--- src/rtl/rope_pkg.sv ---
// Shared types and constants for the rope/claw motion engine.
// The optional dynamite feature is enabled with ROPE_DYNAMITE_EN.
package rope_pkg;

    typedef enum logic [1:0] {
        SWING   = 2'd0,
        EXTEND  = 2'd1,
        RETRACT = 2'd2,
        DELIVER = 2'd3
    } state_t;

    // Q1.8 unit value for sin/cos
    localparam int Q_ONE = 256;
    // Quarter-wave table entries, 0..90 degrees
    localparam int LUT_DEPTH = 91;

endpackage

--- src/rtl/rope_trig_lut.sv ---
// Combinational Q1.8 sin/cos of 0..180 degrees from a quarter-wave table.
// Angles past 90 fold back with cos(180-d) = -cos(d).
module rope_trig_lut
    import rope_pkg::*;
(
    input  logic [7:0]        deg,
    output logic signed [9:0] sin_q,
    output logic signed [9:0] cos_q
);

    localparam logic [8:0] SIN_TAB [LUT_DEPTH] = '{
        9'd0,   9'd4,   9'd9,   9'd13,  9'd18,
        9'd22,  9'd27,  9'd31,  9'd36,  9'd40,
        9'd44,  9'd49,  9'd53,  9'd58,  9'd62,
        9'd66,  9'd71,  9'd75,  9'd79,  9'd83,
        9'd88,  9'd92,  9'd96,  9'd100, 9'd104,
        9'd108, 9'd112, 9'd116, 9'd120, 9'd124,
        9'd128, 9'd132, 9'd136, 9'd139, 9'd143,
        9'd147, 9'd150, 9'd154, 9'd158, 9'd161,
        9'd165, 9'd168, 9'd171, 9'd175, 9'd178,
        9'd181, 9'd184, 9'd187, 9'd190, 9'd193,
        9'd196, 9'd199, 9'd202, 9'd204, 9'd207,
        9'd210, 9'd212, 9'd215, 9'd217, 9'd219,
        9'd222, 9'd224, 9'd226, 9'd228, 9'd230,
        9'd232, 9'd234, 9'd236, 9'd237, 9'd239,
        9'd241, 9'd242, 9'd243, 9'd245, 9'd246,
        9'd247, 9'd248, 9'd249, 9'd250, 9'd251,
        9'd252, 9'd253, 9'd254, 9'd254, 9'd255,
        9'd255, 9'd255, 9'd256, 9'd256, 9'd256,
        9'd256
    };

    logic [7:0] fold;
    logic [6:0] s_idx;
    logic [6:0] c_idx;
    logic       neg;

    always_comb begin
        fold = 8'd0;
        neg  = 1'b0;
        if (deg <= 8'd90) begin
            fold = deg;
        end else if (deg < 8'd180) begin
            fold = 8'd180 - deg;
            neg  = 1'b1;
        end else begin
            neg  = 1'b1;
        end
        s_idx = fold[6:0];
        c_idx = 7'd90 - fold[6:0];
        sin_q = $signed({1'b0, SIN_TAB[s_idx]});
        cos_q = neg ? -$signed({1'b0, SIN_TAB[c_idx]})
                    :  $signed({1'b0, SIN_TAB[c_idx]});
    end

endmodule

--- src/rtl/rope_claw_fsm.sv ---
// Claw/rope motion engine: swing, extend, weighted retract, deliver.
// Define ROPE_DYNAMITE_EN to add the drop input for discarding a load.
module rope_claw_fsm
    import rope_pkg::*;
#(
    parameter int ORIGIN_X      = 160,
    parameter int ORIGIN_Y      = 45,
    parameter int SCREEN_W      = 320,
    parameter int SCREEN_H      = 240,
    parameter int LEN_W         = 8,
    parameter int MIN_LEN       = 10,
    parameter int MAX_LEN       = 200,
    parameter int DEG_MIN       = 10,
    parameter int DEG_MAX       = 170,
    parameter int SWING_STEP    = 2,
    parameter int EXTEND_SPEED  = 3,
    parameter int RETRACT_SPEED = 4,
    parameter int ID_W          = 5
) (
    input  logic             clock,
    input  logic             reset,
    input  logic             enable,
    input  logic             tick,
    input  logic             fire,
    input  logic             hit,
    input  logic [ID_W-1:0]  hit_id,
    input  logic [1:0]       hit_weight,
`ifdef ROPE_DYNAMITE_EN
    input  logic             drop,
`endif
    output logic [8:0]       end_x,
    output logic [7:0]       end_y,
    output logic [LEN_W-1:0] rope_len,
    output logic [7:0]       degree,
    output logic [1:0]       state,
    output logic             catch_valid,
    output logic [ID_W-1:0]  catch_id,
    output logic [1:0]       catch_weight
);

    localparam int SW = LEN_W + 12;

    localparam logic [7:0] D_MAX = 8'(DEG_MAX);
    localparam logic [7:0] D_MIN = 8'(DEG_MIN);
    localparam logic [7:0] D_STEP = 8'(SWING_STEP);

    localparam logic [LEN_W-1:0] L_MIN = LEN_W'(MIN_LEN);
    localparam logic [LEN_W-1:0] L_MAX = LEN_W'(MAX_LEN);
    localparam logic [LEN_W-1:0] L_EXT = LEN_W'(EXTEND_SPEED);
    localparam logic [LEN_W-1:0] L_RET = LEN_W'(RETRACT_SPEED);

    localparam logic signed [SW-1:0] OX    = SW'(ORIGIN_X);
    localparam logic signed [SW-1:0] OY    = SW'(ORIGIN_Y);
    localparam logic signed [SW-1:0] X_LIM = SW'(SCREEN_W - 1);
    localparam logic signed [SW-1:0] Y_LIM = SW'(SCREEN_H);
    localparam logic signed [SW-1:0] X_SAT = SW'(511);
    localparam logic signed [SW-1:0] Y_SAT = SW'(255);

    state_t          st;
    logic            dir_up;
    logic            loaded;
    logic            fire_pending;
    logic            off_screen;
    logic [ID_W-1:0] item_id;
    logic [1:0]      item_weight;

    logic signed [9:0] sin_q;
    logic signed [9:0] cos_q;

    rope_trig_lut u_lut (
        .deg   (degree),
        .sin_q (sin_q),
        .cos_q (cos_q)
    );

    assign state = st;

    logic signed [LEN_W+9:0] prod_x;
    logic signed [LEN_W+9:0] prod_y;
    logic signed [LEN_W+9:0] dx;
    logic        [LEN_W+9:0] dy;
    logic signed [SW-1:0]    sx;
    logic signed [SW-1:0]    sy;
    logic [8:0]              ex_n;
    logic [7:0]              ey_n;
    logic                    off_n;

    always_comb begin
        prod_x = $signed({10'd0, rope_len})
               * $signed({{LEN_W{cos_q[9]}}, cos_q});
        prod_y = $signed({10'd0, rope_len})
               * $signed({{LEN_W{sin_q[9]}}, sin_q});
        dx = prod_x >>> 8;
        dy = prod_y >> 8;
        sx = OX + $signed({{2{dx[LEN_W+9]}}, dx});
        sy = OY + $signed({2'b00, dy});
        ex_n = 9'd0;
        if (sx > X_SAT) ex_n = 9'd511;
        else if (sx >= 0) ex_n = sx[8:0];
        ey_n = 8'd0;
        if (sy > Y_SAT) ey_n = 8'd255;
        else if (sy >= 0) ey_n = sy[7:0];
        off_n = (sx < 0) || (sx > X_LIM) || (sy >= Y_LIM);
    end

    logic drop_now;
`ifdef ROPE_DYNAMITE_EN
    assign drop_now = drop & loaded;
`else
    assign drop_now = 1'b0;
`endif

    logic             eff_loaded;
    logic [LEN_W-1:0] sp_loaded;
    logic [LEN_W-1:0] speed;
    logic [LEN_W:0]   ext_sum;
    logic             ext_max;
    logic             ret_done;
    logic             swing_hi;
    logic             swing_lo;

    always_comb begin
        eff_loaded = loaded & ~drop_now;
        // Heavier items slow the winch, but never to a standstill
        sp_loaded = L_RET >> item_weight;
        if (sp_loaded == '0) sp_loaded = LEN_W'(1);
        speed    = eff_loaded ? sp_loaded : L_RET;
        ext_sum  = {1'b0, rope_len} + {1'b0, L_EXT};
        ext_max  = ext_sum >= {1'b0, L_MAX};
        ret_done = {1'b0, rope_len} <= ({1'b0, L_MIN} + {1'b0, speed});
        swing_hi = degree >= (D_MAX - D_STEP);
        swing_lo = degree <= (D_MIN + D_STEP);
    end

    always_ff @(posedge clock) begin
        if (reset) begin
            st           <= SWING;
            degree       <= 8'd90;
            dir_up       <= 1'b1;
            rope_len     <= L_MIN;
            loaded       <= 1'b0;
            fire_pending <= 1'b0;
            item_id      <= '0;
            item_weight  <= 2'd0;
            catch_valid  <= 1'b0;
            catch_id     <= '0;
            catch_weight <= 2'd0;
            end_x        <= 9'(ORIGIN_X);
            end_y        <= 8'(ORIGIN_Y + MIN_LEN);
            off_screen   <= 1'b0;
        end else if (!enable) begin
            fire_pending <= 1'b0;
        end else begin
            end_x       <= ex_n;
            end_y       <= ey_n;
            off_screen  <= off_n;
            catch_valid <= 1'b0;
            unique case (st)
                SWING: begin
                    if (tick && fire_pending) begin
                        st           <= EXTEND;
                        fire_pending <= 1'b0;
                    end else begin
                        if (fire) fire_pending <= 1'b1;
                        if (tick && dir_up) begin
                            if (swing_hi) begin
                                degree <= D_MAX;
                                dir_up <= 1'b0;
                            end else begin
                                degree <= degree + D_STEP;
                            end
                        end else if (tick) begin
                            if (swing_lo) begin
                                degree <= D_MIN;
                                dir_up <= 1'b1;
                            end else begin
                                degree <= degree - D_STEP;
                            end
                        end
                    end
                end
                EXTEND: begin
                    if (tick) begin
                        if (hit) begin
                            item_id     <= hit_id;
                            item_weight <= hit_weight;
                            loaded      <= 1'b1;
                            st          <= RETRACT;
                        end else if (ext_max) begin
                            rope_len <= L_MAX;
                            st       <= RETRACT;
                        end else if (off_screen) begin
                            st <= RETRACT;
                        end else begin
                            rope_len <= ext_sum[LEN_W-1:0];
                        end
                    end
                end
                RETRACT: begin
                    if (tick) begin
                        if (drop_now) loaded <= 1'b0;
                        if (ret_done) begin
                            rope_len <= L_MIN;
                            st       <= eff_loaded ? DELIVER : SWING;
                        end else begin
                            rope_len <= rope_len - speed;
                        end
                    end
                end
                DELIVER: begin
                    catch_valid  <= 1'b1;
                    catch_id     <= item_id;
                    catch_weight <= item_weight;
                    loaded       <= 1'b0;
                    st           <= SWING;
                end
            endcase
        end
    end

endmodule

--- config.mk ---
export PLATFORM = sky130hd
export DESIGN_NAME = rope_claw_fsm
export DESIGN_NICKNAME = d
export VERILOG_FILES = /design/src/rtl/rope_pkg.sv /design/src/rtl/rope_trig_lut.sv /design/src/rtl/rope_claw_fsm.sv
export SDC_FILE = /design/constraint.sdc
export NUM_CORES = 1
export LEC_CHECK = 0
export CORE_ASPECT_RATIO = 1.25
export CORE_MARGIN = 4
export CORE_UTILIZATION = 45
export DETAILED_ROUTE_END_ITERATION = 6
export PLACE_DENSITY_LB_ADDON = 0.1
export SLEW_MARGIN = 0
export SYNTH_ARGS = -nofsm -noshare
export SYNTH_HDL_FRONTEND = slang
export SYNTH_SLANG_ARGS = --single-unit
--- constraint.sdc ---
create_clock -name clock -period 11.7 [get_ports clock]
set_input_delay 1.755 -clock clock [delete_from_list [all_inputs] [get_ports clock]]
set_output_delay 1.755 -clock clock [all_outputs]
set_load 0.01 [all_outputs]
# [After elaboration in Yosys (flattened, before gate mapping)]
# Memories as Yosys holds them, arrays and structs flattened.
# Cells that the tools add are included.
[op_classes] shift=1 reduce_logical=20 bitwise=4 eq_ne=12 muxes=43 n_addsub=10 order_cmp=15 n_mul=2
[ops] op="two-way mux 8 bit" count=14
[ops] op="two-way mux 9 bit" count=6
[ops] op="greater-or-equal comparator 8 bit, second input constant" count=3
[ops] op="greater-than comparator 11 x 10 -> 1 bit, second input constant" count=2
[ops] op="multiplier 9 x 10 -> 18 bit" count=1
[ops] op="AND reduction 6 bit" count=3
[ops] op="multiplier 8 x 9 -> 17 bit" count=1
[ops] op="two-way mux 2 bit" count=8
[ops] op="NOT 7 -> 8 bit" count=2
[ops] op="one-hot mux 8 bit (2 select lines)" count=1
[ops] op="two-way mux 7 bit" count=2
[ops] op="inequality test 2 bit, second input constant" count=7
[ops] op="AND reduction 4 bit" count=3
[ops] op="adder 9 x 10 -> 11 bit, first input constant" count=1
[ops] op="greater-or-equal comparator 11 x 1 -> 1 bit, second input constant" count=1
[ops] op="less-than comparator 11 x 1 -> 1 bit, second input constant" count=1
[ops] op="adder 6 x 9 -> 10 bit, first input constant" count=1
[ops] op="greater-or-equal comparator 10 x 1 -> 1 bit, second input constant" count=1
[ops] op="greater-or-equal comparator 10 x 8 -> 1 bit, second input constant" count=1
[ops] op="greater-than comparator 10 x 8 -> 1 bit, second input constant" count=1
[ops] op="two-way mux 10 bit" count=1
[ops] op="negator 9 -> 10 bit" count=1
[ops] op="nonzero test 2 bit" count=5
[ops] op="adder 4 x 8 -> 9 bit, first input constant" count=1
[ops] op="26 further kinds" count=39
[totals] inputBits=13 register_bits=54 rom_bits=2304 memories=2 word_cells=123
[mem_list] name="(no name shown)" words=128 width=9 read_ports=1 rd_clocked_by_memory_dff=0 wr=0 line_no="rope_trig_lut.sv:52" source="cos_q = neg ? -$signed({1'b0, SIN_TAB[c_idx]})"
[mem_list] name="(no name shown)" words=128 width=9 read_ports=1 rd_clocked_by_memory_dff=0 wr=0 line_no="rope_trig_lut.sv:51" source="sin_q = $signed({1'b0, SIN_TAB[s_idx]});"

# [Longest topological paths before layout]
[logic_depth] depth_word=15 depth_mapped=45

# [Cells and area by module]
# From an unflattened synthesis, not the netlist that was laid out.
[hier_totals] cells_unflattened=1552 area_unflattened_um2=12045.3
[modules_own_cells] mod="rope_claw_fsm" area_per_inst_um2=8999.9 cells_per_inst=1080 seq_area_each_um2=1061.0 instances=1
[modules_own_cells] mod="rope_trig_lut" area_per_inst_um2=3045.4 cells_per_inst=472 seq_area_each_um2=0.0 instances=1

# [Least setup slack after synthesis]
# Ideal clock, no wire load.
[synth_timing] path_type="register to register" start="register degree[1]" end="register end_x[0]" path_stages_with_launch=45 required_time_ns=11.621 slack_ns=1.497 arrival_ns=10.124 synth_period_minus_slack_ns=10.203 n_path_buf=4 cell_sequence="dfxtp_1 > clkbuf_1 > inv_1 > ha_1 > o21ai_0 > o21a_1 > nand2_2 > clkbuf_1 > ha_1 > or2_2 > buf_1 > a211oi_1 > nand2b_1 > clkbuf_1 > a21oi_1 > a221oi_1 > o31ai_1 > a211oi_1 > [... 9 more ...] > fa_1 > fa_1 > inv_1 > fa_1 > inv_1 > ha_1 > a2111oi_0 > inv_1 > o22a_4 > nand2_2 > o21ai_2 > xnor2_2 > ha_1 > xnor2_1 > o211ai_1 > nor3_1 > a21boi_4 > a211oi_2"
[synth_between] elab_chain_len=15 elab_cells_between_ends=18 cone_classes="add/sub (4); mul (1); order compare (4); mux (7); bitwise (1); memory (1)"
[synth_rtl] element="start, declared" line_no="rope_claw_fsm.sv:34" source="output logic [7:0] degree,"
[synth_rtl] element="start signal, assigned" line_no="rope_claw_fsm.sv:170" source="degree <= degree + D_STEP;"
[synth_rtl] element="start signal, assigned" line_no="rope_claw_fsm.sv:177" source="degree <= degree - D_STEP;"
[synth_rtl] element="subtractor 6 x 7 -> 7 bit or less-than comparator 8 bit (tied branches)" line_no="rope_trig_lut.sv:44, rope_trig_lut.sv:43"
[synth_rtl] element="two-way mux 7 bit" line_no="rope_trig_lut.sv:43" source="end else if (deg < 8'd180) begin"
[synth_rtl] element="two-way mux 7 bit" line_no="rope_trig_lut.sv:41" source="if (deg <= 8'd90) begin"
[synth_rtl] element="subtractor 7 bit" line_no="rope_trig_lut.sv:50" source="c_idx = 7'd90 - fold[6:0];"
[synth_rtl] element="NOT 7 -> 8 bit (not written as such)" line_no="rope_trig_lut.sv:52, rope_trig_lut.sv:53"
[synth_rtl] element="memory (128 x 9 bit)"
[synth_rtl] element="two-way mux 9 bit (not written as such) (2 in series)" line_no="rope_trig_lut.sv:53" source=": $signed({1'b0, SIN_TAB[c_idx]});"
[synth_rtl] element="negator 9 -> 10 bit" line_no="rope_trig_lut.sv:52"
[synth_rtl] element="two-way mux 10 bit (*)" line_no="rope_trig_lut.sv:52"
[synth_rtl] element="multiplier 9 x 10 -> 18 bit (*)" line_no="rope_claw_fsm.sv:90" source="* $signed({{LEN_W{cos_q[9]}}, cos_q});"
[synth_rtl] element="adder 9 x 10 -> 11 bit (*)" line_no="rope_claw_fsm.sv:95" source="sx = OX + $signed({{2{dx[LEN_W+9]}}, dx});"
[synth_rtl] element="greater-or-equal comparator 11 x 1 -> 1 bit" line_no="rope_claw_fsm.sv:99" source="else if (sx >= 0) ex_n = sx[8:0];"
[synth_rtl] element="two-way mux 9 bit" line_no="rope_claw_fsm.sv:99"
[synth_rtl] element="two-way mux 9 bit (*)" line_no="rope_claw_fsm.sv:98" source="if (sx > X_SAT) ex_n = 9'd511;"
[synth_rtl] element="end signal, assigned" line_no="rope_claw_fsm.sv:148" source="end_x <= 9'(ORIGIN_X);"
[synth_rtl] element="end signal, assigned" line_no="rope_claw_fsm.sv:154" source="end_x <= ex_n;"
[synth_rtl] element="end, declared" line_no="rope_claw_fsm.sv:31" source="output logic [8:0] end_x,"
# Mark *: on every way between the ends. The rest lies on a longest branch, timed or not. The select of a mux whose other input is x is not followed.
# A chain may end at the register's enable or synchronous reset.

# [Worst setup path in the final report]
[layout_timing] start="register degree[1]" end="register end_x[3]"
# Same word-level chain as after synthesis.

==> impl_results.md <==
* Status: finished, final reports clean
* Max-cap violations at 0
* CTS resizes at 0
* Net Sw Frac at between 50% and 60%
* Critical Path Fanout Max at 17
* Post-CTS Repair Setup Buffers at 0
* CTS Buffer Depth at 2
* DIE HEIGHT at between 150 and 200 um
* Syn Std Cell Area at 10600 um2
* Placed inst area at 11300 um2
* Static leakage at 5.09 nW
* Post-DRT Antenna Nets at 0
* Worst Max-Slew Pin Slew at 1030 ps
* Hold path endpoint: catch_id[1]
* Synthesized area per cell at 7.75 um2
* Largest net degree at the start of global routing at 47
* First-pass GRT wire length at 48200 um
* Core Box Area at 23000 um2
* Pre-antenna DRT Iters at 5
* Per-cell routed wire length at ~17 um
* I/O pins at 56
* CTS Sinks at 53
* Placed Instances at 1653
* Critical Path Start Type: register
* Worst r2r dst: end_x[3]
* Worst vdd ir at 0.137 mV
* Total number of H-tree levels at 2
* Post-route setup slack at 996 ps
* Crit Reg-Reg Startpoint: degree[1]
* CTS Buf Count at 5
* Pre-CTS WS at ~370 ps
* Top achievable clock speed at 0.0934 GHz
* Diode count at 0
* Seq pwr share at 14.3%
* Min-delay worst type: register to register
* Placer congestion estimate at 0.918
* Synth-to-layout area growth at 8.86%
* Max incr delay on CP at 540 ps
* Fillers at 2243
* Starting Density at 45.9%
* FF+latch area at ~1100 um2
* # port buffers at 54
* Combinational share of power at 74.3%
* CP required at 11910 ps
* Unique masters post-synth at 100
* CTS tree: done
* Post-detail-place hpwl at 22000 um
* Final WL at 28500 um
* Crit share post-route at 91.5%
* Yosys warns at 0
* Fin area at 11500 um2
* Internal power at 0.732 mW
* Most frequent cells in the layout: 165 x nand2_1, 162 x inv_1, 102 x fa_1, 98 x nor2_1, 95 x ha_1
* EDFF count, synth at 0
* Skew final at about 5.5 ps
* Worst-Skew Late Latency at 300 ps
* TNS Setup at 0 ps
* Row count at 62
* Remaining routing DRC violations at 0
* Global route overflow at 0
* Clk pwr share at a little under an eighth
* Full die area at 26000 um2
* Final Hold Viols at 0
* Hold WS at 454 ps
* Most common cell after layout, fill and taps aside: nand2_1
* Fin. max-slew vios at 0
* Power per cell area at 131 nW/um2
* Top FF cell, synth: dfxtp_1
* RSZ-0062 raised after global routing: false
* Root Driver: clkbuf_16
* Hold Crit Start: item_id[1]
* NetSw at 0.769 mW
* Final core occ at between 40% and 50%
* Via count at 9608
* Ys async rst share at 0%
* Die X at 145 um
* Final Critical Period at 10700 ps
* Hold-fix buffers, CTS at 0
* Non-filler instance count after layout at 1661
* Crit path DAT at 10920 ps
* Vias in the first global route at 9568
* Initial antenna violation count at 0
* Worst slew margin at 31.6%
* Sequential share of the synthesized area at between 10% and 20%
* Nets at about 1600
* Setup-failing EPs final at 0
* Hold depth at 2
* Flops & latches, synth at 53
* Tot Pwr at 1.50 mW
* Most frequent CP cell: inv_1
* Starting DRC count in detailed routing at 589
* Slowest-stage cell, CP: nor2_2
* Clk slew on worst S/H paths at around 70 ps
* Drt via density at 5.78
* Post-synthesis cell count at approximately 1400
* Reg2Reg Depth at 40
* Area of the multi-input gates at 8590 um2
* GRT Total Usage at 22.0%
* Reg2Reg Setup Slack at between 900 and 1000 ps
* Crit. End Element: register
* CP Class: register to register
* Layout cells sized above 1 at 6.85%
## power groups by stage
stage                     Sequential (mW)  Combinational, mW  Clock (mW)
after CTS                           0.215               1.11       0.177
after detailed placement            0.219               1.10           0
final                               0.215               1.11       0.172
after floorplan                     0.222              0.818           0
after global placement              0.220               1.10           0
after global routing                0.218               1.26       0.180
## cells in the mapped netlist, types with 25 or more instances
cell | n | area share [%]
nand2_1 | 165 | 5.9
inv_1 | 162 | 5.8
fa_1 | 102 | 19
nor2_1 | 99 | 3.5
ha_1 | 95 | 11
a21oi_1 | 70 | 3.3
and2_1 | 56 | 3.3
dfxtp_1 | 53 | 10
clkbuf_1 | 51 | 1.8
o21ai_0 | 51 | 2.4
nor3_1 | 39 | 1.8
nand3_1 | 26 | 1.2
xnor2_1 | 25 | 2.1
## kinds of logic (layout without fill, tap and decap cells)
group	after synthesis	in the layout	synth area share (%)
flip-flops	53	53	10.0
multiplexers	9	9	0.888
adder cells (fa/ha/maj)	197	197	30.6
buffers and inverters	241	248	8.94
XOR/XNOR	51	51	4.44
other	2	5	0.0711
AO/OA/AOI/OAI	337	337	23.3
AND/OR/NAND/NOR	473	473	21.7
## registers in the layout, summed over array words and instances (netlist names)
signal	count
item_id	5
end_x	9
fire_pending	1
catch_valid	1
eff_loaded	1
catch_id	5
rope_len	8
item_weight	2
state	2
off_screen	1
end_y	8
degree	7
dir_up	1
catch_weight	2
## how the worst max path moves through the flow
| stage | from | endpoint | slack, ps | depth (start not counted) |
|---|---|---|---|---|
| CTS | degree[1] | end_x[3] | 290 | 40 |
| global placement | degree[1] | end_x[4] | 720 | 40 |
| global route | degree[1] | end_x[3] | 150 | 40 |
| floorplan | degree[1] | end_x[0] | 1500 | 44 |
| finish | degree[1] | end_x[3] | 1000 | 40 |
| detailed placement | degree[1] | end_x[4] | 370 | 40 |
## worst max-delay path, delay by kind of cell, from the launching register on
kind,cells,cell delay (ps)
flops,1,490
compound gates,13,2720
buf+inv,5,420
fa+ha+maj,8,3340
xor+xnor,3,910
simple gates,11,2720
## metal layers
metal / vias to the layer above / share of wire [%] / global-route usage (%)
li1: 4688 / - / -
met1: 4634 / 44 / 28.4
met2: 239 / 51 / 40.3
met3: 47 / 3.4 / 1.80
met4: 0 / 2.1 / 5.43
met5: - / 0 / 0
## final cells by class
cell class | instances | share of cell area (%)
inverter | 164 | 5.35
clock inverter | 3 | 0.381
timing repair buffer | 76 | 6.09
tap | 288 | 3.13
clock buffer | 5 | 1.09
multi-input combinational | 1072 | 74.7
sequential | 53 | 9.24
Power figures use the tool's default switching activity.
